==> config.mk <==
export PLATFORM = sky130hd
export DESIGN_NAME = gray_counter
export DESIGN_NICKNAME = d
export VERILOG_FILES = /design/src/rtl/gray_counter.sv
export SDC_FILE = /design/constraint.sdc
export NUM_CORES = 1
export LEC_CHECK = 0
export CORE_AREA = 2 2 39 41
export CTS_CLUSTER_SIZE = 20
export DETAILED_ROUTE_END_ITERATION = 8
export DIE_AREA = 0 0 41 43
export GPL_TIMING_DRIVEN = 0
export HOLD_SLACK_MARGIN = 0.02
export PLACE_DENSITY = 0.87
export SLEW_MARGIN = 30
export SYNTH_ARGS = -nofsm -noshare
export SYNTH_HDL_FRONTEND = slang
export SYNTH_SLANG_ARGS = --single-unit
==> constraint.sdc <==
create_clock -name clk -period 3.9 [get_ports clk]
set_input_delay 0.975 -clock clk [delete_from_list [all_inputs] [get_ports clk]]
set_output_delay 0.975 -clock clk [all_outputs]
set_load 0.1 [all_outputs]
==> src/rtl/gray_counter.sv <==
// Up/down binary counter whose value is published as reflected Gray code
// through a registered valid/ready output stage with a one-cycle wrap pulse.
module gray_counter #(
    parameter int WIDTH = 4
) (
    input  logic             clk,
    input  logic             rst,
    input  logic             en,
    input  logic             up_dn,
    input  logic             load,
    input  logic [WIDTH-1:0] load_val,
    output logic [WIDTH-1:0] gray_out,
    output logic             out_valid,
    input  logic             out_ready,
    output logic             wrap
);

    localparam logic [WIDTH-1:0] ALL_ONES = '1;
    localparam logic [WIDTH-1:0] ONE      = WIDTH'(1);

    logic [WIDTH-1:0] bin_reg;
    logic [WIDTH-1:0] gray_reg;
    logic             valid_reg;
    logic             wrap_reg;

    logic             stall;
    logic             step;
    logic [WIDTH-1:0] bin_next;
    logic [WIDTH-1:0] src_bin;
    logic [WIDTH-1:0] gray_next;
    logic             wrap_next;

    // A code still waiting for the consumer freezes counting; load does not.
    assign stall = valid_reg & ~out_ready;
    assign step  = en & ~load & ~stall;

    always_comb begin
        bin_next  = bin_reg;
        wrap_next = 1'b0;
        if (up_dn) begin
            bin_next  = bin_reg + ONE;
            wrap_next = (bin_reg == ALL_ONES);
        end else begin
            bin_next  = bin_reg - ONE;
            wrap_next = (bin_reg == '0);
        end
    end

    assign src_bin = load ? load_val : bin_next;

    // Gray encode of the value about to be registered: g[i] = b[i] ^ b[i+1].
    generate
        for (genvar gi = 0; gi < WIDTH - 1; gi++) begin : g_gray
            assign gray_next[gi] = src_bin[gi] ^ src_bin[gi+1];
        end
    endgenerate
    assign gray_next[WIDTH-1] = src_bin[WIDTH-1];

    always_ff @(posedge clk) begin
        if (rst) begin
            bin_reg   <= '0;
            gray_reg  <= '0;
            valid_reg <= 1'b0;
            wrap_reg  <= 1'b0;
        end else if (load) begin
            bin_reg   <= load_val;
            gray_reg  <= gray_next;
            valid_reg <= 1'b1;
            wrap_reg  <= 1'b0;
        end else if (step) begin
            bin_reg   <= bin_next;
            gray_reg  <= gray_next;
            valid_reg <= 1'b1;
            wrap_reg  <= wrap_next;
        end else if (stall) begin
            // Everything visible holds, including a pending wrap pulse.
            wrap_reg  <= wrap_reg;
        end else begin
            if (valid_reg && out_ready) begin
                valid_reg <= 1'b0;
            end
            wrap_reg <= 1'b0;
        end
    end

    assign gray_out  = gray_reg;
    assign out_valid = valid_reg;
    assign wrap      = wrap_reg;

endmodule

# == Word-level counts from Yosys, hierarchy flattened ==
# Index checks and enable logic that the tools add are counted.
# totals
reg_bits,10
in_bits,10
output_inout_bits,6
word_cells,37
# classes
addsub,2
n_eq_ne,3
muxes,13
n_bitwise,9
n_reduce_logical,6
# op_table
cell,count
2-to-1 mux 4 bit,6
2-to-1 mux 1 bit,7
adder 4 x 1 -> 4 bit (second input constant),1
equality test 4 bit (second input constant),1
logical NOT 4 bit,1
subtractor 4 x 1 -> 4 bit (second input constant),1
bitwise AND 1 bit,3
!= test 3 x 2 -> 1 bit (second input constant),1
inverter 1 bit,3
nonzero test 3 bit,1
XOR 1 bit,3
!= test 2 x 1 -> 1 bit (second input constant),1
AND reduction 2 bit,1
nonzero test 2 bit,1
OR reduction 2 bit,1
logical AND 1 bit,1

# == Depth between registers and ports, before layout ==
# depth
word_depth,6
mapped_depth,6
mapped_depth_nobuf,6

# == Worst setup path before layout ==
# Ideal clock, no wire load.
# synth_path
path_kind,in2reg
from,in up_dn
to,reg bin_reg[3]
setup_time_ns,0.140
arrival_time_ns,2.145
t_required_ns,3.760
slack_ns,1.615
path_stages,6
path_cell_list,inv_1 ha_1 a21oi_1 nand3_1 a2111oi_0 a2111oi_1
# synth_between
elab_chain_len,3
# synth_rtl
item,line_no,text
start: declaration,9,"input logic up_dn,"
2-to-1 mux 4 bit,40,if (up_dn) begin
2-to-1 mux 4 bit,70,end else if (step) begin
2-to-1 mux 4 bit,65,end else if (load) begin
end signal: assignment,66,bin_reg <= load_val;
end signal: assignment,71,bin_reg <= bin_next;
end: declaration,21,logic [WIDTH-1:0] bin_reg;
# No other way between the ends. The select of a mux whose other input is x is not followed.
# A chain may end at the register's enable or synchronous reset.

==> results.toml <==
[timing]
timing_hold_violations_final = 0
max_freq_mhz = 341
fin_tns_setup_ns = 0
drv_slew = 0
fin_crit_sh_pct = 75.2
rsz0062_at_grt = "no"
hold_slack_ns = 0.483
finalSetupViolations = 0
layout_min_cycle_time_ns = 2.93
worst_slack_ns = 0.966
worstMarginPinSlew_ns = 0.969
finClkSkew_ns = 0.00182
maxSlewHeadroom_pct = 35.2

[critical_path]
crit_slowest_cell = "clkdlybuf4s50_1"
cp_cell_sequence = "buf_4, clkdlybuf4s50_1"
critical_path_arrival_ns = 1.96
cp_num_buf_inv = 2
worstSetupPathType = "reg -> out"
rrSetupSlack_ns = 2.02
start_kind = "register"
slowest_delay_ns = 1.11
crit_path_end_kind = "output pin"
crit_family = "buffers and inverters"
cp.required_ns = 2.92
path_max_fanout = 6

[grt]
grt_max_degree = 11
grt_pass1_wl_um = 2330
grtUsageTotal_pct = 20.1
grt_pass1_vias = 537
grt_overflow = 0
antenna_found_initial = 0

[synth]
synth_area_um2 = 608
syn_nets = 84
synth_cells = 71
yosysSeqAreaShare_pct = 29.6
syn_avg_cell_area_um2 = 8.56
yosys_warnings = 0
yosysMostFrequentCell = "dfxtp_1"
ys_ff_latch = 9
synth_edf_count = 0
synth_top_cell_area_share_pct = 29.6
yosys_most_used_dff = "dfxtp_1"
synthTopCellsByCount = "9 x dfxtp_1, 7 x a21oi_1, 7 x nor2_1"
yosysUniqueCellTypes = 31
netlist_top_cells_area = "dfxtp_1 30%, a21oi_1 5.8%, o41ai_4 4.5%"
synth_top_area_cell = "dfxtp_1"
async_flop_share_pct = 0

[drt]
remaining_drc_errors = 0
viasPerCell = 5.63
drt_iter0_drc = 7
postRouteAntennaNets = 0
routed_wl_um = 1520
via_count = 585
wl_per_cell_um = 14.6
dr.pass1.iters = 4

[clock_tree]
cts_buffers = 3
clk_latency_ns = 0.27
cts.clk_slew.worst_paths_ns = 0.07
cts_setup_buffers = 0
clock_sinks = 9
cts_root_buf = "clkbuf_4"
cts_max_path_buffers = 2
cts_hold_buf = 0
htree_levels = 1
post_cts_resized = 0
cts_tree = "yes"

[die]
die_y_um = 43
rows = 14
die_area_um2 = 1760
core_um2 = 1380
boundaryPins = 16
die_width_um = 41
start_util_pct = 43.9

[cells_and_area]
drive_above_1_share_pct = 11.4
syn2layout_area_growth_pct = 29.0
fin_util_pct = 56.7
fin_area_um2 = 785
num-fill-cells = 143
multi_input_comb_area_um2 = 388
antenna_cells = 0
seq_area_um2 = 180
nNetsFinal = 102
fin_cells = 104
largest_register_ffs = 4

[place]
dpl_cell_area_um2 = 758
hpwl_um = 1090
port-buffer-count = 13
post-place-ws_ns = 0.922
place_inst = 100
gp_congestion = 0.741

[power]
vdd_drop_max_mv = 0.255
p_leak_nw = 0.313
power_density_nw_per_um2 = 400
p_total_mw = 0.314

[worst_hold_path]
hp-class = "reg -> reg"

[run]
drv_cap = 0

[outcome]
outcome = "finished, final reports clean"
==> per-layer routing <==
metal	vias to the layer above	part of all wire, %	global-route usage [%]
met2	17	53	32.2
met1	271	41	23.7
met3	4	3.0	4.71
met5	-	0	0
li1	293	-	-
met4	0	2.2	10.0
==> cell usage in the layout, fill, tap and decap left out, types with 2 or more instances in the layout <==
cell type / count
nor2b_1: 2
a2111oi_0: 2
mux2i_1: 2
xnor2_1: 3
clkdlybuf4s50_1: 13
nor3_1: 3
dfxtp_1: 9
ha_1: 2
nand2b_1: 2
nor2_1: 7
a211oi_1: 2
inv_1: 5
buf_2: 2
clkbuf_4: 3
nand2_1: 4
a21oi_1: 7
a21o_1: 3
==> report_power, final <==
part	switching, mW	leakage (nW)	internal [mW]	total, mW
sequential	0.00821	0.0747	0.101	0.109
clock	0.0392	0.0150	0.0396	0.0788
combinational	0.0814	0.223	0.0447	0.126
==> worst register-to-register path, delay by kind of cell (launching register included) <==
kind / cells / cell delay, ns
AO/OA/AOI/OAI: 2 / 0.54
AND/OR/NAND/NOR: 1 / 0.17
flip-flops: 1 / 0.44
adder cells (fa/ha/maj): 1 / 0.52
buffers and inverters: 1 / 0.09
==> layout make-up <==
cell class | instances | share of cell area, %
Buffer | 4 | 2.71
Clock buffer | 4 | 3.35
Timing Repair Buffer | 13 | 16.6
Tap cell | 16 | 2.55
Multi-Input combinational cell | 53 | 49.4
Sequential cell | 9 | 23.0
Inverter | 5 | 2.39
==> path summary, 6_finish.rpt <==
check                                               from                       end  cells after the start
worst max register to register   bin_reg[0]$_SDFFE_PP0P_  gray_out[1]$_SDFFE_PP0P_                      5
worst min-delay path            gray_out[1]$_SDFFE_PP0P_  gray_out[1]$_SDFFE_PP0P_                      2
worst min register to register  gray_out[1]$_SDFFE_PP0P_  gray_out[1]$_SDFFE_PP0P_                      2
worst max-delay path             bin_reg[3]$_SDFFE_PP0P_               gray_out[3]                      2
==> kinds of logic after synthesis <==
group | after synthesis | share of synthesized area [%]
simple gates | 24 | 21.0
compound gates | 20 | 25.9
buf+inv | 9 | 6.58
flops | 9 | 29.6
xor+xnor | 3 | 4.32
mux | 3 | 5.14
fa+ha+maj | 3 | 7.41
Note: power is estimated with default switching activity, not from simulation.
==> variant, RTL diff (same settings) <==
Change the parameter `WIDTH` from 4 to 5.
--- a/src/rtl/gray_counter.sv
+++ b/src/rtl/gray_counter.sv
@@ -1,7 +1,7 @@
 // Up/down binary counter whose value is published as reflected Gray code
 // through a registered valid/ready output stage with a one-cycle wrap pulse.
 module gray_counter #(
-    parameter int WIDTH = 4
+    parameter int WIDTH = 5
 ) (
     input  logic             clk,
     input  logic             rst,
Interface: changed (resized gray_out and load_val); port bits go from 16 to 18. The function was not compared with the original's and may differ.
==> variant against the original RTL <==
Fmax is 1.3% lower; worst setup slack worse by 0.038 ns; sequential cell count is 2 higher; area after synthesis is 21% higher; cell area is 22% higher; routed wire length is 6.1% higher; die area stayed put; total power is 30% higher; count of clock-buffer cells in the layout stayed put; synthesized cell count is 15% higher; critical endpoint is now gray_out[3]$_SDFFE_PP0P_; largest cell class unchanged.
==> variant: results (changes against the original RTL) <==
* Internal Pwr Total: 230 µW (+24%)
- Nets@finish: 119 (+17%)
- Sequential fraction of the synthesis area: 0.299 (+0.00252)
* GR Util All Layers: 0.228 (+0.0263)
* Max Cap Violations: 0 (unchanged)
- The detailed-routing wirelength on met1 is 701 µm (+12%).
- Clock Path Buffers: 2 (unchanged)
* Run status: completed
* Routed met2 length: 805 µm (-0.12%)
* Min-Delay Path Class: reg2reg
- The met1 track utilization from global routing was 0.273 (+0.0362).
- LEAKAGE: 0.359 nW (+15%)
* Count of buffers inserted at the top-level ports: 17 (+4)
- Comb group: 186 µW (+48%)
* Top Family by Delay on Critical Path: buffers and inverters
- The detailed router used layers up to and including met4.
- The net count of the mapped netlist was 97 (+15%).
* Highest ir drop seen on vdd: 0.278 mV (+8.9%)
- Top cells by count, synth: 12 x nor2_1, 11 x dfxtp_1, 6 x a21oi_1
- The longest individual stage delay on the worst path is 0.62 ns (-0.49 ns).
- The power consumption was 409 µW (+30%).
* Instance area after placement: 927 µm² (+22%)
* Clock latency at the later pin of the worst-skew pair: 0.29 ns (+0.02 ns)
- Root Buffer: clkbuf_4
- The iteration-0 DRC count of the detailed router is 10 (+3).
- The arrival time reported for the critical path endpoint is 3.16 ns (+1.20 ns).
- The final worst clock skew was 0.00275 ns (+0.000927 ns).
* Global-route wire length before repair: 2.66 mm (+14%)
* Synth unique cells: 36 (+16%)
- Leading post-synthesis cells by cell area: dfxtp_1 30%, nor2_1 6.1%, ha_1 5.1%
* Worst-path fanout max: 5 (-1)
* Clock transition time at the flip-flop clock pins of the worst setup and hold paths: 0.08 ns
- The number of levels the H-tree was split into came to 1 (unchanged).
- The routed wire length per instance was 13.5 µm (-7.3%).
* Number of buffers inserted during clock tree synthesis: 3 (unchanged)
* Met2 Usage GRT: 0.359 (+0.0375)
- In this run the worst setup path begins at up_dn.
- The setup slack of the worst register-to-register path is 1.78 ns (-0.24 ns).
- The async set-reset flop share out of synthesis came to 0 (unchanged).
* Diodes inserted: 0 (unchanged)
- The count of yosys warnings during synthesis is 0 (unchanged).
* Met3 wire length: 89 µm (+93%)
- Post-CTS repair timing setup buffer count: 0 (unchanged)
- The pin count of the biggest net entering global routing is 11 (unchanged).
* Share of the clock period used by the worst path after layout: 0.762 (+0.00983)
- The share of post-route cells with drive strength above 1 was 0.155 (+0.0417).
* Headroom to the max-slew limit: 0.356 (+0.00366)
- Primary FF master, synth: dfxtp_1
- Vias per std cell: 5.67 (+0.84%)
- The final weighted congestion in routability-driven placement is 0.748 (+0.89%).
* Hold Path Origin: gray_out[1]$_SDFFE_PP0P_
* Vias in the first global route: 626 (+17%)
* Number of filler cells placed in the layout: 109 (-24%)
* Dpl ws: 0.637 ns (-0.285 ns)
- The HPWL after detailed placement came to 1.18 mm (+8.0%).
- Met3 layer usage reported by global route: 0.0942 (+0.0471)
- Clock group total power: 87.6 µW (+11%)
* Initial antenna violation count: 0 (unchanged)
* Max reg flops: 5 (+1)
-- variant: cell count changes after synthesis, sizes merged, moves of 3 or more --
cell    before  now
a21o         3    0
a211oi       2    5
xor2         0    3
nor2         7   13
-- variant: cells by family (layout without fill, tap and decap cells) --
| kind of cell | Yosys count | after routing | share of synthesized area |
|---|---|---|---|
| AND/OR/NAND/NOR | 33 | 33 | 0.265 |
| AO/OA/AOI/OAI | 20 | 20 | 0.229 |
| flip-flops | 11 | 11 | 0.299 |
| buffers and inverters | 8 | 29 | 0.0543 |
| adder cells (fa/ha/maj) | 4 | 4 | 0.0781 |
| XOR/XNOR | 4 | 4 | 0.0475 |
| multiplexers | 2 | 2 | 0.0272 |
-- variant: final timing paths --
| kind | end | depth (start not counted) |
|---|---|---|
| worst min register to register | gray_out[1]$_SDFFE_PP0P_ | 2 |
| worst max register to register | gray_out[3]$_SDFFE_PP0P_ | 7 |
| worst min-delay path | gray_out[1]$_SDFFE_PP0P_ | 2 |
| worst max-delay path | gray_out[3]$_SDFFE_PP0P_ | 7 |
-- variant: final cells by class --
type | count | area [µm²] | share of cell area
buffer | 3 | 18.8 | 0.0197
clock buffer | 4 | 26.3 | 0.0276
inverter | 5 | 21.3 | 0.0223
multi-input combinational | 63 | 477 | 0.500
sequential | 11 | 220 | 0.231
tap | 16 | 20.0 | 0.0210
timing repair buffer | 17 | 170 | 0.178
-- variant: worst register-to-register path: stages (launching register included) --
cell and delay (ns):
dfxtp_1 0.42, inv_1 0.10, fa_1 0.43, nand2b_1 0.16, a21oi_1 0.15, mux2i_1 0.24
o21ai_0 0.20, a2111oi_4 0.32
-- variant: stage by stage --
stage,std cells,hold WS [ns]
floorplan,82,0.481
global placement,115,0.441
detailed placement,115,0.452
CTS,119,0.462
global route,119,0.505
finish,119,0.456
